<file path="config.mk">
export PLATFORM = sky130hd
export DESIGN_NAME = bcd_digit_feeder
export DESIGN_NICKNAME = d
export VERILOG_FILES = /design/src/rtl/bcd_digit_feeder.sv
export SDC_FILE = /design/constraint.sdc
export NUM_CORES = 1
export LEC_CHECK = 0
export ABC_AREA = 1
export ABC_CLOCK_PERIOD_IN_PS = 1900
export CAP_MARGIN = 10
export CORE_MARGIN = 2
export CORE_UTILIZATION = 40
export CTS_CLUSTER_DIAMETER = 150
export CTS_CLUSTER_SIZE = 14
export DETAILED_ROUTE_END_ITERATION = 10
export GPL_ROUTABILITY_DRIVEN = 1
export PLACE_DENSITY = 0.65
export SLEW_MARGIN = 20
export SYNTH_ARGS = -nofsm -noshare
export SYNTH_HDL_FRONTEND = slang
export SYNTH_SLANG_ARGS = --single-unit
</file>
<file path="constraint.sdc">
create_clock -name clk -period 1.9 [get_ports clk]
set_input_delay 0.19 -clock clk [delete_from_list [all_inputs] [get_ports clk]]
set_output_delay 0.19 -clock clk [all_outputs]
set_load 0.05 [all_outputs]
</file>
<file path="src/rtl/bcd_digit_feeder.sv">
// Sequential binary-to-BCD converter (double dabble, one bit per cycle) feeding the
// four-digit seven-segment driver; values above 9999 saturate and flag overflow.
module bcd_digit_feeder #(
    parameter int unsigned W = 14
) (
    input  logic         clk,
    input  logic         rst,
    input  logic         in_valid,
    output logic         in_ready,
    input  logic [W-1:0] in_value,
    output logic [3:0]   number_0,
    output logic [3:0]   number_1,
    output logic [3:0]   number_2,
    output logic [3:0]   number_3,
    output logic         out_valid,
    output logic         overflow,
    output logic         busy
);

    localparam int unsigned CW = $clog2(W + 1);

    localparam logic [1:0] IDLE  = 2'd0;
    localparam logic [1:0] SHIFT = 2'd1;
    localparam logic [1:0] DONE  = 2'd2;

    logic [1:0]    state_q;
    logic [W-1:0]  shift_q;
    logic [15:0]   scratch_q;
    logic [15:0]   scratch_adj;
    logic [CW-1:0] count_q;
    logic          ovf_pending_q;
    logic [3:0]    num0_q, num1_q, num2_q, num3_q;
    logic          out_valid_q;
    logic          overflow_q;

    function automatic logic [3:0] add3(input logic [3:0] n);
        return (n >= 4'd5) ? n + 4'd3 : n;
    endfunction

    // All four nibbles are corrected from their pre-add values before the shift.
    assign scratch_adj = {add3(scratch_q[15:12]), add3(scratch_q[11:8]),
                          add3(scratch_q[7:4]),   add3(scratch_q[3:0])};

    always_ff @(posedge clk) begin
        if (!rst) begin
            state_q       <= IDLE;
            shift_q       <= '0;
            scratch_q     <= '0;
            count_q       <= '0;
            ovf_pending_q <= 1'b0;
            num0_q        <= 4'd0;
            num1_q        <= 4'd0;
            num2_q        <= 4'd0;
            num3_q        <= 4'd0;
            out_valid_q   <= 1'b0;
            overflow_q    <= 1'b0;
        end else begin
            out_valid_q <= 1'b0;
            case (state_q)
                IDLE: begin
                    if (in_valid) begin
                        shift_q       <= in_value;
                        scratch_q     <= '0;
                        count_q       <= CW'(W);
                        ovf_pending_q <= (32'(in_value) > 32'd9999);
                        state_q       <= SHIFT;
                    end
                end
                SHIFT: begin
                    scratch_q <= {scratch_adj[14:0], shift_q[W-1]};
                    shift_q   <= {shift_q[W-2:0], 1'b0};
                    count_q   <= count_q - CW'(1);
                    if (count_q == CW'(1)) begin
                        state_q <= DONE;
                    end
                end
                DONE: begin
                    num0_q      <= ovf_pending_q ? 4'd9 : scratch_q[3:0];
                    num1_q      <= ovf_pending_q ? 4'd9 : scratch_q[7:4];
                    num2_q      <= ovf_pending_q ? 4'd9 : scratch_q[11:8];
                    num3_q      <= ovf_pending_q ? 4'd9 : scratch_q[15:12];
                    overflow_q  <= ovf_pending_q;
                    out_valid_q <= 1'b1;
                    state_q     <= IDLE;
                end
                default: state_q <= IDLE;
            endcase
        end
    end

    assign in_ready  = (state_q == IDLE) && rst;
    assign busy      = (state_q != IDLE);
    assign number_0  = num0_q;
    assign number_1  = num1_q;
    assign number_2  = num2_q;
    assign number_3  = num3_q;
    assign out_valid = out_valid_q;
    assign overflow  = overflow_q;

endmodule

</file>
==> results.yml, run 1 <==
timing:
  tns_ps: 0
  slew_headroom_pct: 62.0
  slew_viol_final: 0
  fmax_mhz: 596
  setup-violations-final: 0
  skew_ps: 8.14
  hold_viol_final: 0
  fin_crit_sh_pct: 88.3
  rsz0062_at_grt: "no"
  fin_crit_ps: 1680
  setup_ws_ps: 223
  worst_pin_slew_ps: 569
job:
  maxCapViolations: 0
setup_path:
  cp_data_required_time_ps: 1710
  cp.arrival_ps: 1490
  r2r-start: "state_q[0]"
  reg2reg_to: "scratch_q[7]"
  cp-start-kind: "flop"
  cp.depth: 1
  slowest_stage: "clkdlybuf4s50_1"
  end_kind: "output port"
  crit_type: "flop to output port"
  cp_slowest_stage_delay_ps: 810
  worst-path-buf-inv: 1
  worst_r2r_path_depth: 4
  crit_fanout: 2
  path_cells: "clkdlybuf4s50_1"
  reg2reg_slack_ps: 470
  cp_top_family: "buffers and inverters"
worst_hold_path:
  min-delay-start: "in_value[0]"
  min_to: "shift_q[0]"
  hold_path_class: "primary input to flop"
  whs_path_depth: 3
drt:
  drc: 0
  wl_per_cell_um: 12.0
  finalWirelength_mm: 5.48
  firstDrtPassIters: 4
  drtAntennaViolNets: 0
  drt_iter0_drc: 93
  vias: 2275
  detail_route.vias_per_cell: 4.98
power:
  irDropWorstVdd_mv: 0.350
  power_density_mw_per_mm2: 741
  finalPower_mw: 2.24
  p_leak_nw: 1.18
synthesis:
  syn-mean-instance-area_um2: 7.17
  ys_ff_latch: 55
  yosysUniqueCellTypes: 23
  ys_seq_area_share_pct: 44.0
  synth_cells: 349
  syn_area_mm2: 0.00250
  synthesis.nets: 376
  yosys_warnings: 0
floorplanning:
  core_mm2: 0.00599
  die_h_um: 83.1
  rows: 28
  start_util_pct: 41.8
  die_w_um: 83.1
  dieArea_mm2: 0.00690
  io_pins: 37
grt:
  grt_busiest_layer: "met2"
  grt_util_met3_pct: 2.68
  grt_pass1_wl_mm: 9.14
  met1_usage_pct: 19.0
  grtUsageTotal_pct: 15.9
  antenna_found_initial: 0
  use_met2_pct: 28.2
  grt_overflow: 0
  grt_pass1_vias: 2051
  grt_max_degree: 34
layout:
  fin_cells: 457
  fill_cells: 616
  drive_above_1_share_pct: 6.02
  fin_util_pct: 50.5
  layout.nets: 408
  layout_common_cells: "117 x nand2_1, 55 x dfxtp_1, 34 x a21oi_1, 34 x clkdlybuf4s50_1, 26 x nor2_1"
  syn2layout_area_growth_pct: 20.9
  final_common_cell: "nand2_1"
  antenna_cells: 0
cts:
  clkTransAtPathRegs_ps: 90
  clkLatencyLatePin_ps: 300
  cts.path.max_buffers: 2
  cts_tree: "yes"
  clock-sinks: 55
  post-cts-setup-buffer-count: 0
  clock-root-buffer: "clkbuf_8"
  h-tree-depth: 2
  cts_buffers: 5
  ctsResizeCount: 0
  cts_hold_buf: 0
placed_design:
  place_congestion: 0.862
  dpl.hpwl_mm: 3.76
  numPortBuffers: 36
  dpl.cell_count: 449
  post-place-ws_ps: 439
status:
  outcome: "finished clean"
[layout make-up]
type | instances | area [µm²] | area share (%)
multi-input cells | 250 | 1210 | 40.0
flip-flops and latches | 55 | 1100 | 36.4
repair buffers | 39 | 390 | 12.9
inverters | 30 | 113 | 3.72
well taps | 75 | 93.8 | 3.10
clock buffers | 6 | 82.6 | 2.73
clock inverters | 2 | 35.0 | 1.16
[worst max path at each step]
stage | from | endpoint | slack [ps]
finish | number_2[0] | number_2[0] | 220
global route | number_2[0] | number_2[0] | 180
CTS | number_3[1] | number_3[1] | 200
detailed placement | rst | count_q[0] | 440
global placement | rst | count_q[0] | 470
floorplan | state_q[0] | in_ready | 190
[cell usage after synthesis]
| cell | instances | area share [%] |
|---|---|---|
| a31oi_1 | 13 | 3.3 |
| a21oi_1 | 34 | 6.8 |
| dfxtp_1 | 55 | 44 |
| nand2_2 | 1 | 0.25 |
| inv_1 | 25 | 3.8 |
| buf_2 | 5 | 1.0 |
| buf_4 | 3 | 0.90 |
| nor2_1 | 26 | 3.9 |
| nand3_2 | 1 | 0.40 |
| nor2_4 | 2 | 0.90 |
| a211oi_1 | 1 | 0.30 |
| nand4_1 | 8 | 2.0 |
| buf_6 | 1 | 0.45 |
| nand3_1 | 17 | 3.4 |
| o21ai_2 | 1 | 0.35 |
| ha_1 | 10 | 5.0 |
| a22oi_1 | 1 | 0.30 |
| inv_2 | 5 | 0.75 |
| clkbuf_1 | 5 | 0.75 |
| nand2_1 | 117 | 18 |
| o211ai_1 | 4 | 1.2 |
| nor3_1 | 3 | 0.60 |
| o21ai_0 | 11 | 2.2 |
[stage by stage]
stage | hold slack (ps) | area (µm²)
floorplan | 313 | 2500
global placement | 457 | 2910
detailed placement | 460 | 2910
CTS | 433 | 3030
global route | 448 | 3030
finish | 442 | 3030
[metal layers]
metal | share of wire [%] | wire length (µm)
met5 | 0 | 0
met1 | 46 | 2520
met3 | 3.6 | 197
met4 | 0.80 | 44
met2 | 50 | 2720
[registers in the layout (all words and copies together), names as in the netlist]
name,flops
scratch_q,16
shift_q,14
count_q,4
number_0,4
number_1,4
number_2,4
number_3,4
state_q,2
out_valid,1
overflow,1
ovf_pending_q,1
[cell families after synthesis]
kind of cell | count (synthesis) | synth area share (%)
AO/OA/AOI/OAI | 65 | 14.4
adder cells (fa/ha/maj) | 10 | 5.00
buffers and inverters | 44 | 7.60
flip-flops | 55 | 44.0
AND/OR/NAND/NOR | 175 | 29.0
[where the power goes]
| part | internal [mW] | switching [mW] |
|---|---|---|
| combinational | 0.0883 | 0.145 |
| sequential | 1.19 | 0.0234 |
| clock | 0.427 | 0.372 |
| total | 1.70 | 0.540 |
(Power assumes the default switching activity.)
==> run 2: changes to the inputs <==
- ABC_CLOCK_PERIOD_IN_PS: 1900 -> 2200
- clock period: 1.9 -> 2.2 ns (I/O delays scaled with it)
==> run 2 against run 1 <==
Against the previous run:
- design area down 1.4%
- combinational power down 15%
- die area stayed put
- largest cell class unchanged
- final cell count unchanged
- worst setup slack improved by 26 ps
==> results.yml, run 2 (synthesis gave the netlist of run 1 again) <==
power:
  irDropWorstVdd_mv: 0.334
  p_leak_nw: 1.16
  power_density_mw_per_mm2: 600
setup_path:
  r2r-start: "state_q[0]"
  cp_data_required_time_ps: 1980
  worst_r2r_path_depth: 5
  end_kind: "output port"
  reg2reg_to: "number_1[2]"
  cp-start-kind: "flop"
  crit_type: "flop to output port"
  reg2reg_slack_ps: 740
  slowest_stage: "clkdlybuf4s50_1"
  cp.arrival_ps: 1730
  path_cells: "inv_1, nand2_1, clkdlybuf4s50_1"
  cp_slowest_stage_delay_ps: 800
  crit_fanout: 4
worst_hold_path:
  min_to: "shift_q[0]"
  min-delay-start: "in_value[0]"
  whs_path_depth: 3
  hold_path_class: "primary input to flop"
cts:
  cts_buffers: 5
  clock-root-buffer: "clkbuf_8"
  cts_tree: "yes"
  ctsResizeCount: 0
  post-cts-setup-buffer-count: 0
  clkLatencyLatePin_ps: 310
  h-tree-depth: 2
  cts.path.max_buffers: 2
  clkTransAtPathRegs_ps: 90
  cts_hold_buf: 0
  clock-sinks: 55
timing:
  slew_viol_final: 0
  tns_ps: 0
  slew_headroom_pct: 61.6
  fin_crit_ps: 1950
  hold_viol_final: 0
  fin_crit_sh_pct: 88.7
  rsz0062_at_grt: "no"
  fmax_mhz: 513
  setup-violations-final: 0
  skew_ps: 6.11
  worst_pin_slew_ps: 575
layout:
  top_regs: "scratch_q x16, shift_q x14"
  drive_above_1_share_pct: 5.76
  layout_common_cells: "117 x nand2_1, 55 x dfxtp_1, 35 x clkdlybuf4s50_1, 34 x a21oi_1, 26 x nor2_1"
  fin_util_pct: 49.8
  largest_reg_flops: 16
  fill_cells: 577
  syn2layout_area_growth_pct: 19.2
  ff_latch_area_mm2: 0.00110
  final_common_cell: "nand2_1"
  multi_input_area_mm2: 0.00121
  antenna_cells: 0
  layout.nets: 408
  regMostFlops: "scratch_q"
floorplanning:
  die_h_um: 83.1
  start_util_pct: 41.8
  die_w_um: 83.1
  rows: 28
  core_mm2: 0.00599
  dieArea_mm2: 0.00690
  io_pins: 37
job:
  maxCapViolations: 0
drt:
  wl_per_cell_um: 11.7
  vias: 2294
  drc: 0
  firstDrtPassIters: 4
  finalWirelength_mm: 5.36
  drtAntennaViolNets: 0
  drt_iter0_drc: 121
  detail_route.vias_per_cell: 5.02
grt:
  antenna_found_initial: 0
  grt_pass1_vias: 1948
  grtUsageTotal_pct: 15.6
  grt_max_degree: 34
  grt_overflow: 0
  grt_pass1_wl_mm: 8.97
placed_design:
  numPortBuffers: 36
  dpl.hpwl_mm: 3.54
  place_congestion: 0.857
status:
  outcome: "finished clean"
==> run 2: worst max path at each step <==
stage          startpoint  endpoint  slack, ps  cells after the start
2_1_floorplan  state_q[0]  in_ready        460                      3
3_3_place_gp   state_q[0]      busy        600                      3
3_5_place_dp   state_q[0]      busy        580                      3
4_1_cts        state_q[0]      busy        230                      3
5_1_grt        state_q[0]      busy        130                      3
6_report       state_q[0]      busy        250                      3
==> run 2: through the flow <==
stage | setup slack [ps] | hold WS [ps] | instance area [µm²] | power [mW] | cells
5_1_grt | 134 | 480 | 2980 | 1.89 | 457
3_3_place_gp | 600 | 454 | 2900 | 1.27 | 449
6_report | 249 | 461 | 2980 | 1.79 | 457
4_1_cts | 229 | 457 | 2980 | 1.82 | 457
2_1_floorplan | 465 | 343 | 2500 | 1.20 | 349
3_5_place_dp | 581 | 457 | 2900 | 1.27 | 449
==> run 2: power breakdown <==
part	switching (mW)	internal, mW
Clock	0.327	0.219
Sequential	0.0204	1.03
Combinational	0.125	0.0729
==> run 2: critical path, delay by kind of cell (launching register included) <==
kind          cells  cell delay (ps)
flops             1              440
buf+inv           2              900
simple gates      1               90
==> run 2: cell type report <==
| class | instances | area share, % |
|---|---|---|
| clock buffer | 5 | 2.31 |
| timing repair buffer | 39 | 12.8 |
| tap | 75 | 3.15 |
| multi-input combinational | 250 | 40.6 |
| sequential | 55 | 36.9 |
| inverter | 30 | 3.78 |
| clock inverter | 3 | 0.503 |
==> run 2: metal layers <==
metal	GRT usage, %	share of wire [%]	up-vias
met5	0	0	-
met4	5.96	1.3	0
met3	3.38	5.6	6
met2	24.7	45	61
met1	20.8	48	1023
li1	-	-	1204
==> run 3: changes to the inputs <==
- GPL_ROUTABILITY_DRIVEN: 1 -> not set
==> results of run 3 <==
No change in the layout: final DEF, timing and power equal those of run 2.
